### src/rtl/mem_access_unit_if.sv
// Signal bundle around the memory-access stage: EX-side operation, data-memory
// req/ack port and write-back/status results. The unit uses the slave view.
interface mem_access_unit_if #(
  parameter int DATA_WIDTH = 32
);
  logic                  ex_valid;
  logic                  ex_mem_read;
  logic                  ex_mem_write;
  logic [2:0]            ex_funct3;
  logic [DATA_WIDTH-1:0] ex_addr;
  logic [DATA_WIDTH-1:0] ex_store_data;
  logic [4:0]            ex_rd;
  logic                  stall;
  logic                  dmem_req;
  logic                  dmem_we;
  logic [DATA_WIDTH-1:0] dmem_addr;
  logic [3:0]            dmem_be;
  logic [DATA_WIDTH-1:0] dmem_wdata;
  logic [DATA_WIDTH-1:0] dmem_rdata;
  logic                  dmem_ack;
  logic                  wb_valid;
  logic [DATA_WIDTH-1:0] wb_data;
  logic [4:0]            wb_rd;
  logic                  misaligned;
  logic                  timeout_err;

  modport slave (
    input  ex_valid, ex_mem_read, ex_mem_write, ex_funct3, ex_addr,
           ex_store_data, ex_rd, dmem_rdata, dmem_ack,
    output stall, dmem_req, dmem_we, dmem_addr, dmem_be, dmem_wdata,
           wb_valid, wb_data, wb_rd, misaligned, timeout_err
  );

  modport master (
    output ex_valid, ex_mem_read, ex_mem_write, ex_funct3, ex_addr,
           ex_store_data, ex_rd, dmem_rdata, dmem_ack,
    input  stall, dmem_req, dmem_we, dmem_addr, dmem_be, dmem_wdata,
           wb_valid, wb_data, wb_rd, misaligned, timeout_err
  );
endinterface

### src/rtl/mem_access_unit.sv
// Memory-access stage: one load/store per transaction over a req/ack port,
// lane alignment and extension of loads, misalignment and timeout reporting.
module mem_access_unit #(
  parameter int DATA_WIDTH     = 32,
  parameter int TIMEOUT_CYCLES = 255
) (
  input  logic             clk,
  input  logic             rstN,
  mem_access_unit_if.slave bus
);

  typedef enum logic [1:0] {
    IDLE = 2'd0,
    REQ  = 2'd1,
    RESP = 2'd2
  } state_e;

  state_e                state_q, state_d;
  logic [7:0]            cnt_q, cnt_d;
  logic [2:0]            funct3_q;
  logic [1:0]            off_q;
  logic [4:0]            rd_q;
  logic                  we_q;
  logic [DATA_WIDTH-1:0] addr_q;
  logic [3:0]            be_q;
  logic [DATA_WIDTH-1:0] wdata_q;
  logic                  stall_q;
  logic                  req_q;
  logic                  wb_valid_q;
  logic [DATA_WIDTH-1:0] wb_data_q, wb_data_d;
  logic [4:0]            wb_rd_q, wb_rd_d;
  logic                  mis_q, mis_d;
  logic                  to_q, to_d;
  logic                  load_s;
  logic                  accept_s;
  logic                  misal_s;
  logic [3:0]            be_s;
  logic [DATA_WIDTH-1:0] wdata_s;
  logic [DATA_WIDTH-1:0] lane_s;
  logic [DATA_WIDTH-1:0] ext_s;

  assign accept_s = bus.ex_valid & (bus.ex_mem_read | bus.ex_mem_write);

  // Width decode: alignment legality, byte enables and lane-replicated store data
  always_comb begin
    misal_s = 1'b0;
    be_s    = 4'b0000;
    wdata_s = bus.ex_store_data;
    case (bus.ex_funct3)
      3'b000, 3'b100: begin
        be_s    = 4'b0001 << bus.ex_addr[1:0];
        wdata_s = {4{bus.ex_store_data[7:0]}};
      end
      3'b001, 3'b101: begin
        misal_s = bus.ex_addr[0];
        be_s    = 4'b0011 << bus.ex_addr[1:0];
        wdata_s = {2{bus.ex_store_data[15:0]}};
      end
      3'b010: begin
        misal_s = (bus.ex_addr[1:0] != 2'b00);
        be_s    = 4'b1111;
      end
      default: misal_s = 1'b1;
    endcase
  end

  // Load extraction: shift the addressed lane down, then sign/zero extend
  always_comb begin
    lane_s = bus.dmem_rdata >> {off_q, 3'b000};
    case (funct3_q)
      3'b000:  ext_s = {{(DATA_WIDTH-8){lane_s[7]}}, lane_s[7:0]};
      3'b001:  ext_s = {{(DATA_WIDTH-16){lane_s[15]}}, lane_s[15:0]};
      3'b100:  ext_s = {{(DATA_WIDTH-8){1'b0}}, lane_s[7:0]};
      3'b101:  ext_s = {{(DATA_WIDTH-16){1'b0}}, lane_s[15:0]};
      3'b010:  ext_s = lane_s;
      default: ext_s = {DATA_WIDTH{1'b0}};
    endcase
  end

  // Next-state logic; an ack in the expiry cycle takes priority over timeout
  always_comb begin
    state_d   = state_q;
    cnt_d     = cnt_q;
    wb_data_d = wb_data_q;
    wb_rd_d   = wb_rd_q;
    mis_d     = 1'b0;
    to_d      = 1'b0;
    load_s    = 1'b0;
    case (state_q)
      IDLE: begin
        cnt_d = 8'd0;
        if (accept_s) begin
          if (misal_s) begin
            mis_d = 1'b1;
          end else begin
            load_s  = 1'b1;
            state_d = REQ;
          end
        end else begin
          state_d = IDLE;
        end
      end
      REQ: begin
        if (bus.dmem_ack) begin
          state_d   = RESP;
          wb_data_d = we_q ? {DATA_WIDTH{1'b0}} : ext_s;
          wb_rd_d   = rd_q;
        end else if (cnt_q == 8'(TIMEOUT_CYCLES - 1)) begin
          state_d = IDLE;
          to_d    = 1'b1;
        end else begin
          cnt_d = cnt_q + 8'd1;
        end
      end
      RESP:    state_d = IDLE;
      default: state_d = IDLE;
    endcase
  end

  // State and registered outputs
  always_ff @(posedge clk or negedge rstN) begin
    if (!rstN) begin
      state_q    <= IDLE;
      cnt_q      <= 8'd0;
      funct3_q   <= 3'b000;
      off_q      <= 2'b00;
      rd_q       <= 5'd0;
      we_q       <= 1'b0;
      addr_q     <= {DATA_WIDTH{1'b0}};
      be_q       <= 4'b0000;
      wdata_q    <= {DATA_WIDTH{1'b0}};
      stall_q    <= 1'b0;
      req_q      <= 1'b0;
      wb_valid_q <= 1'b0;
      wb_data_q  <= {DATA_WIDTH{1'b0}};
      wb_rd_q    <= 5'd0;
      mis_q      <= 1'b0;
      to_q       <= 1'b0;
    end else begin
      state_q    <= state_d;
      cnt_q      <= cnt_d;
      stall_q    <= (state_d != IDLE);
      req_q      <= (state_d == REQ);
      wb_valid_q <= (state_d == RESP);
      wb_data_q  <= wb_data_d;
      wb_rd_q    <= wb_rd_d;
      mis_q      <= mis_d;
      to_q       <= to_d;
      if (load_s) begin
        funct3_q <= bus.ex_funct3;
        off_q    <= bus.ex_addr[1:0];
        rd_q     <= bus.ex_rd;
        we_q     <= bus.ex_mem_write;
        addr_q   <= {bus.ex_addr[DATA_WIDTH-1:2], 2'b00};
        be_q     <= be_s;
        wdata_q  <= wdata_s;
      end
    end
  end

  assign bus.stall       = stall_q;
  assign bus.dmem_req    = req_q;
  assign bus.dmem_we     = we_q;
  assign bus.dmem_addr   = addr_q;
  assign bus.dmem_be     = be_q;
  assign bus.dmem_wdata  = wdata_q;
  assign bus.wb_valid    = wb_valid_q;
  assign bus.wb_data     = wb_data_q;
  assign bus.wb_rd       = wb_rd_q;
  assign bus.misaligned  = mis_q;
  assign bus.timeout_err = to_q;

endmodule

### src/flat_wrapper.sv
// flat-port wrapper written by rule: the top's interface ports become plain ports
module mem_access_unit_flat 
#(
  parameter int DATA_WIDTH     = 32,
  parameter int TIMEOUT_CYCLES = 255
)
  (clk, rstN, bus_ex_valid, bus_ex_mem_read, bus_ex_mem_write, bus_ex_funct3, bus_ex_addr, bus_ex_store_data, bus_ex_rd, bus_dmem_rdata, bus_dmem_ack, bus_stall, bus_dmem_req, bus_dmem_we, bus_dmem_addr, bus_dmem_be, bus_dmem_wdata, bus_wb_valid, bus_wb_data, bus_wb_rd, bus_misaligned, bus_timeout_err);
  mem_access_unit_if #(.DATA_WIDTH(DATA_WIDTH)) bus_i ();
  input  logic clk;
  input  logic rstN;
  input wire logic [$bits(bus_i.ex_valid)-1:0] bus_ex_valid;
  input wire logic [$bits(bus_i.ex_mem_read)-1:0] bus_ex_mem_read;
  input wire logic [$bits(bus_i.ex_mem_write)-1:0] bus_ex_mem_write;
  input wire logic [$bits(bus_i.ex_funct3)-1:0] bus_ex_funct3;
  input wire logic [$bits(bus_i.ex_addr)-1:0] bus_ex_addr;
  input wire logic [$bits(bus_i.ex_store_data)-1:0] bus_ex_store_data;
  input wire logic [$bits(bus_i.ex_rd)-1:0] bus_ex_rd;
  input wire logic [$bits(bus_i.dmem_rdata)-1:0] bus_dmem_rdata;
  input wire logic [$bits(bus_i.dmem_ack)-1:0] bus_dmem_ack;
  output wire logic [$bits(bus_i.stall)-1:0] bus_stall;
  output wire logic [$bits(bus_i.dmem_req)-1:0] bus_dmem_req;
  output wire logic [$bits(bus_i.dmem_we)-1:0] bus_dmem_we;
  output wire logic [$bits(bus_i.dmem_addr)-1:0] bus_dmem_addr;
  output wire logic [$bits(bus_i.dmem_be)-1:0] bus_dmem_be;
  output wire logic [$bits(bus_i.dmem_wdata)-1:0] bus_dmem_wdata;
  output wire logic [$bits(bus_i.wb_valid)-1:0] bus_wb_valid;
  output wire logic [$bits(bus_i.wb_data)-1:0] bus_wb_data;
  output wire logic [$bits(bus_i.wb_rd)-1:0] bus_wb_rd;
  output wire logic [$bits(bus_i.misaligned)-1:0] bus_misaligned;
  output wire logic [$bits(bus_i.timeout_err)-1:0] bus_timeout_err;
  assign bus_i.ex_valid = bus_ex_valid;
  assign bus_i.ex_mem_read = bus_ex_mem_read;
  assign bus_i.ex_mem_write = bus_ex_mem_write;
  assign bus_i.ex_funct3 = bus_ex_funct3;
  assign bus_i.ex_addr = bus_ex_addr;
  assign bus_i.ex_store_data = bus_ex_store_data;
  assign bus_i.ex_rd = bus_ex_rd;
  assign bus_i.dmem_rdata = bus_dmem_rdata;
  assign bus_i.dmem_ack = bus_dmem_ack;
  assign bus_stall = bus_i.stall;
  assign bus_dmem_req = bus_i.dmem_req;
  assign bus_dmem_we = bus_i.dmem_we;
  assign bus_dmem_addr = bus_i.dmem_addr;
  assign bus_dmem_be = bus_i.dmem_be;
  assign bus_dmem_wdata = bus_i.dmem_wdata;
  assign bus_wb_valid = bus_i.wb_valid;
  assign bus_wb_data = bus_i.wb_data;
  assign bus_wb_rd = bus_i.wb_rd;
  assign bus_misaligned = bus_i.misaligned;
  assign bus_timeout_err = bus_i.timeout_err;
  mem_access_unit #(.DATA_WIDTH(DATA_WIDTH), .TIMEOUT_CYCLES(TIMEOUT_CYCLES)) u_core (.clk(clk), .rstN(rstN), .bus(bus_i));
endmodule
### config.mk
export PLATFORM = sky130hd
export DESIGN_NAME = mem_access_unit_flat
export DESIGN_NICKNAME = d
export VERILOG_FILES = /design/src/rtl/mem_access_unit_if.sv /design/src/rtl/mem_access_unit.sv /design/src/flat_wrapper.sv
export SDC_FILE = /design/constraint.sdc
export NUM_CORES = 1
export LEC_CHECK = 0
export ABC_AREA = 1
export BUFFER_PORTS_ARGS = -buffer_cell sky130_fd_sc_hd__buf_2
export CAP_MARGIN = 20
export CORE_MARGIN = 4
export CORE_UTILIZATION = 35
export CTS_BUF_LIST = sky130_fd_sc_hd__clkbuf_16
export CTS_CLUSTER_DIAMETER = 200
export CTS_CLUSTER_SIZE = 14
export DETAILED_ROUTE_END_ITERATION = 8
export PLACE_DENSITY_LB_ADDON = 0.08
export RECOVER_POWER = 25
export SLEW_MARGIN = 20
export SYNTH_ARGS = -nofsm -noshare
export SYNTH_HDL_FRONTEND = slang
export SYNTH_SLANG_ARGS = --single-unit
### constraint.sdc
create_clock -name clk -period 1.4 [get_ports clk]
set_clock_uncertainty 0.2 [all_clocks]
set_input_delay 0.28 -clock clk [delete_from_list [all_inputs] [get_ports clk]]
set_output_delay 0.28 -clock clk [all_outputs]
set_load 0.005 [all_outputs]
==> metrics.yaml, run 1 <==
outcome: "complete, but fails checks"
violations: "setup timing"
die_area_sq_um: 20100
rsz0062_at_grt: "true"
via_per_inst: 4.56
drtAntennaViolNets: 0
start_kind: "register"
cts_sinks: 129
cp-end-kind: "register"
hpwl_um: 14100
final-setup-viol-count: 168
rrSetupSlack_ns: -0.18
r2r_end: "u_core.bus.dmem_addr[7]"
r2r.worst_path.cells: 7
io_pins: 221
r2r_start: "u_core.state_q[1]"
report.final.slew_viol_count: 0
critPathCapture: "u_core.bus.dmem_addr[7]"
drc_errors: 0
final_util_pct: 59.0
synthTopCellsByCount: "nand2_1 (311), dfrtp_1 (129), inv_1 (69)"
cp.required_ns: 1.53
die_w_um: 142
clk_latency_ns: 0.41
synth_seq_cells: 129
wl_per_cell_um: 14.8
power_density_nw_per_um2: 1590
max_freq_mhz: 631
dr.pass1.iters: 4
synth-main-ff-cell: "dfrtp_1"
drt-initial-drc-count: 289
core_sq_um: 17400
grt_pass1_vias: 6566
grt_usage_pct: 20.7
synth_cell_types: 26
vias: 6572
routabilityCongestion: 0.770
wl_um: 21300
yosysMostFrequentCell: "nand2_1"
postSynthCellCount: 800
numCtsBuffers: 17
antenna_found_initial: 1
num_rows: 48
async_reset_ff_share_pct: 100
fin_cells: 1440
drive_gt1_share_pct: 38.2
grt-ovfl-total: 0
path_max_fanout: 16
syn_area_per_cell_sq_um: 7.81
hold_viol_final: 0
p_leak_nw: 5.77
start_util_pct: 35.9
root_buffer: "clkbuf_16"
synth_edf_count: 0
post-route-min-period_ns: 1.58
synth_warnings: 0
netlist.area_leader.share_pct: 51.7
crit_start: "u_core.state_q[1]"
period_share_pct: 113
critPathKind: "reg -> reg"
timing.final.ws_setup_ns: -0.185
vdd_drop_max_mv: 0.912
holdCritPathClass: "in -> reg"
setup_tns_ns: -15.30
relSlewSlack_pct: 64.2
drv_cap: 0
area_growth_pct: 64.6
worst_pin_slew_ns: 0.537
cts_buffer_depth: 2
fill_cells: 1641
dp.cells: 1273
nNetsFinal: 1314
synth_top_area_cell: "dfrtp_1"
ys_top_cells_by_area: "dfrtp_1 (52%), nand2_1 (19%), o21ai_1 (5.4%), nand3_1 (4.9%), inv_1 (4.1%)"
cts.clk_slew.worst_paths_ns: 0.07
htreeDepth: 4
yosysSeqAreaShare_pct: 51.7
syn-cell-area_sq_um: 6250
crit_arrival_ns: 1.72
grt_pass1_wl_um: 33100
die_h_um: 142
grt_max_degree: 41
totalPowerFinal_w: 0.0164
io_buffers: 218
holdWs_ns: 0.00705
cts_tree: "yes"
registers in the layout, summed over array words and instances (netlist names), 2 cells and up:
register / count
u_core.off_q: 2
u_core.state_q: 2
u_core.funct3_q: 3
u_core.cnt_q: 8
u_core.bus.wb_rd: 5
u_core.bus.wb_data: 32
u_core.bus.dmem_addr: 30
u_core.bus.dmem_be: 4
u_core.rd_q: 5
u_core.bus.dmem_wdata: 32
routing by layer:
layer,GRT usage (%),wire length (um)
met5,0,13
met4,4.75,360
met3,6.44,1530
met2,35.3,10400
met1,25.7,9000
power breakdown:
group / leakage [nW] / total (W) / switching, W / internal [W]
sequential: 1.66 / 0.00556 / 0.000660 / 0.00490
clock: 0.276 / 0.00455 / 0.00176 / 0.00278
combinational: 3.83 / 0.00624 / 0.00295 / 0.00329
kinds of logic (layout without fill, tap and decap cells):
family | after synthesis | after routing | share of synthesized area [%]
AO/OA/AOI/OAI | 133 | 133 | 10.8
XOR/XNOR | 3 | 3 | 0.421
adder cells (fa/ha/maj) | 2 | 2 | 0.400
buffers and inverters | 119 | 531 | 9.71
flip-flops | 129 | 129 | 51.7
other | 1 | 3 | 0.0600
AND/OR/NAND/NOR | 413 | 414 | 26.9
how the worst min path moves through the flow:
stage / startpoint / to / slack, ns / depth (start not counted)
2_1_floorplan: rstN / u_core.bus.dmem_addr[10] / -0.22 / 0
3_5_place_dp: rstN / u_core.cnt_q[2] / -0.06 / 1
6_report: bus_ex_store_data[9] / u_core.bus.dmem_wdata[9] / 0.007 / 3
3_3_place_gp: rstN / u_core.cnt_q[2] / -0.06 / 1
4_1_cts: bus_ex_mem_write / u_core.bus.dmem_we / 0.0006 / 4
5_1_grt: bus_ex_store_data[0] / u_core.bus.dmem_wdata[0] / 0.03 / 3
per-stage QoR:
| step | instance area (sq um) | worst slack [ns] |
|---|---|---|
| 6_report | 10300 | -0.185 |
| 5_1_grt | 10300 | -0.266 |
| 4_1_cts | 9770 | -0.163 |
| 3_5_place_dp | 8040 | -0.285 |
| 3_3_place_gp | 8040 | -0.265 |
| 2_1_floorplan | 6330 | -0.0678 |
layout make-up:
cell class	instances	area [sq um]	area share, %
Timing Repair Buffer	426	3200	31.1
Inverter	74	278	2.70
Clock buffer	17	425	4.14
Clock inverter	14	163	1.58
Tap cell	225	282	2.74
Multi-Input combinational cell	554	2700	26.3
Antenna cell	1	2.50	0.0243
Sequential cell	129	3230	31.4
worst max-delay path, cell delays in order (launching register included):
cell and delay, ns:
dfrtp_1 0.39, inv_2 0.07, nand3_4 0.08, nor2_4 0.13, nand3_4 0.13, buf_6 0.17, buf_16 0.16, o21ai_1 0.17
repair_timing:
action                     CTS  global route
hold endpoints to repair   191             0
resized for setup           52            58
buffers inserted            31            32
hold buffers                63             0
setup endpoints to repair  226           233
pin swaps                    8             4
gates cloned                 6             4
layout by cell type (no fill, tap or decap), types with 4 or more instances in the layout:
master         netlist  final
nor2_1              27     20
o21ai_2              2     17
o21ai_0             38     15
nand2_1            311    288
nand2_4              0     16
nand2_2              4     12
clkbuf_16            0     21
dlygate4sd3_1        0     63
inv_1               69     66
buf_6               14     11
nand3_4              0      4
buf_4               12    112
dfrtp_1            129    128
o21ai_1             67     75
clkinv_1             0      4
nor2_2               1      6
nand3_2              4      4
inv_2                5      8
buf_12               0     11
nand3_1             61     57
a21oi_1             24     24
buf_2                8    216
buf_16               0      5
Note: power is estimated with default switching activity, not from simulation.
==> run 2, diff against run 1 <==
--- a/config.mk
+++ b/config.mk
@@ -15,7 +15,6 @@
 export CTS_CLUSTER_SIZE = 14
 export DETAILED_ROUTE_END_ITERATION = 8
 export PLACE_DENSITY_LB_ADDON = 0.08
-export RECOVER_POWER = 25
 export SLEW_MARGIN = 20
 export SYNTH_ARGS = -nofsm -noshare
 export SYNTH_HDL_FRONTEND = slang
==> metrics.yaml, run 2 (same netlist as run 1, synthesis figures left out) <==
violations: "setup timing"
holdCritPathClass: "in -> reg"
io_buffers: 218  # unchanged
grt_pass1_wl_um: 33100  # unchanged
p_switching_w: 0.00538  # about the same
cp.required_ns: 1.53  # about the same
drive_gt1_share_pct: 38.2  # unchanged
final-setup-viol-count: 167  # -0.60%
cts_sinks: 129  # unchanged
area_growth_pct: 64.8
wl_um: 21300  # about the same
drt-initial-drc-count: 289  # unchanged
crit_arrival_ns: 1.72  # about the same
via_per_inst: 4.57  # about the same
fin_cells: 1440  # unchanged
numCtsBuffers: 17  # unchanged
die_h_um: 142  # unchanged
report.final.slew_viol_count: 0  # unchanged
grt_pass1_vias: 6566  # unchanged
p_int_w: 0.0110  # about the same
start_kind: "register"
root_buffer: "clkbuf_16"
hold_viol_final: 0  # unchanged
num_rows: 48  # unchanged
period_share_pct: 113  # about the same
final_util_pct: 59.1  # +0.086 points
timing.final.ws_setup_ns: -0.185  # +0.000151 ns
crit_start: "u_core.state_q[1]"
outcome: "complete, but fails checks"
cp-end-kind: "register"
p_leak_nw: 5.77  # about the same
wl_per_cell_um: 14.8  # about the same
grt_max_degree: 41  # unchanged
rsz0062_at_grt: "true"
grt-ovfl-total: 0  # unchanged
cts_tree: "yes"
hold_start: "bus_ex_store_data[9]"
dp.cells: 1273  # unchanged
mostFrequentLayoutCells: "nand2_1 (288), buf_2 (216), dfrtp_1 (128), buf_4 (112), o21ai_1 (75)"
start_util_pct: 35.9  # unchanged
max_freq_mhz: 631  # about the same
critPathKind: "reg -> reg"
cts_buffer_depth: 2  # unchanged
path_max_fanout: 16  # unchanged
swShare_pct: 32.9  # about the same
vdd_drop_max_mv: 0.912  # about the same
cts.clk_slew.worst_paths_ns: 0.07  # about the same
clk_latency_ns: 0.41  # about the same
hpwl_um: 14100  # unchanged
antenna_found_initial: 1  # unchanged
vias: 6576  # +0.061%
drc_errors: 0  # unchanged
r2r_start: "u_core.state_q[1]"
totalPowerFinal_w: 0.0164  # about the same
holdWs_ns: 0.00748  # +0.000423 ns
layout_commonest_cell: "nand2_1"
htreeDepth: 4  # unchanged
grt_usage_pct: 20.7  # unchanged
comb_power_share_pct: 38.2  # about the same
drv_cap: 0  # unchanged
die_w_um: 142  # unchanged
dr.pass1.iters: 5  # +1
clkPwrFrac_pct: 27.8  # about the same
io_pins: 221  # unchanged
power_density_nw_per_um2: 1590  # -0.12%
routabilityCongestion: 0.770  # unchanged
drtAntennaViolNets: 0  # unchanged
die_area_sq_um: 20100  # unchanged
nNetsFinal: 1314  # unchanged
power.share.sequential_pct: 34.0  # about the same
post-route-min-period_ns: 1.58  # -0.000151 ns
setup_tns_ns: -15.26  # +0.0366 ns
core_sq_um: 17400  # unchanged
-- run 2: cell types whose count changed in the layout (fill, tap and decap cells not counted), sizes merged --
| cell | previous run | this run |
|---|---|---|
| buf | 357 | 358 |
| clkbuf | 22 | 21 |
-- run 2: area by class of cell --
| cell class | count | area, sq um |
|---|---|---|
| Antenna cell | 1 | 2.50 |
| Clock buffer | 17 | 425 |
| Clock inverter | 14 | 163 |
| Fill cell | 1642 | 7120 |
| Inverter | 74 | 278 |
| Multi-Input combinational cell | 554 | 2700 |
| Sequential cell | 129 | 3230 |
| Tap cell | 225 | 282 |
| Timing Repair Buffer | 426 | 3220 |
-- run 2: critical path, stage by stage (launching register included) --
cell and delay [ns]:
dfrtp_1 0.39, inv_2 0.07, nand3_4 0.08, nor2_4 0.13, nand3_4 0.13, buf_6 0.17
buf_16 0.16, o21ai_1 0.17
-- run 2: timing repair --
action                     CTS  global route
setup endpoints to repair  226           233
hold buffers                63             0
hold endpoints to repair   191             0
gates cloned                 6             4
gates resized for setup     52            58
setup buffers               31            32
pin swaps                    8             4
-- run 2: metal layers --
layer / up-vias / share of wire (%) / global-route usage [%]
li1: 3334 / - / -
met1: 3010 / 42 / 25.7
met2: 202 / 49 / 35.3
met3: 28 / 7.1 / 6.44
met4: 2 / 1.6 / 4.75
met5: - / 0.061 / 0
-- run 2: per-stage QoR --
step	area (sq um)	setup WS, ns
after floorplan	6330	-0.0678
after global placement	8040	-0.265
after detailed placement	8040	-0.285
after CTS	9770	-0.163
after global routing	10300	-0.266
final	10300	-0.185
-- run 2: final timing paths --
check / to / slack [ns] / depth (start not counted)
max: u_core.bus.dmem_addr[7] / -0.18 / 7
min: u_core.bus.dmem_wdata[9] / 0.007 / 3
max reg2reg: u_core.bus.dmem_addr[7] / -0.18 / 7
min reg2reg: u_core.bus.wb_rd[2] / 0.27 / 2
max in group asynchronous: u_core.bus.wb_data[10] / 0.47 / 3
min in group asynchronous: u_core.cnt_q[2] / 0.08 / 2
-- run 2: power groups by stage --
stage	Clock [W]	Combinational, W	Sequential (W)
6_report	0.00454	0.00625	0.00556
5_1_grt	0.00479	0.00699	0.00571
4_1_cts	0.00462	0.00548	0.00553
3_5_place_dp	0	0.00463	0.00558
3_3_place_gp	0	0.00456	0.00562
2_1_floorplan	0	0.00231	0.00565
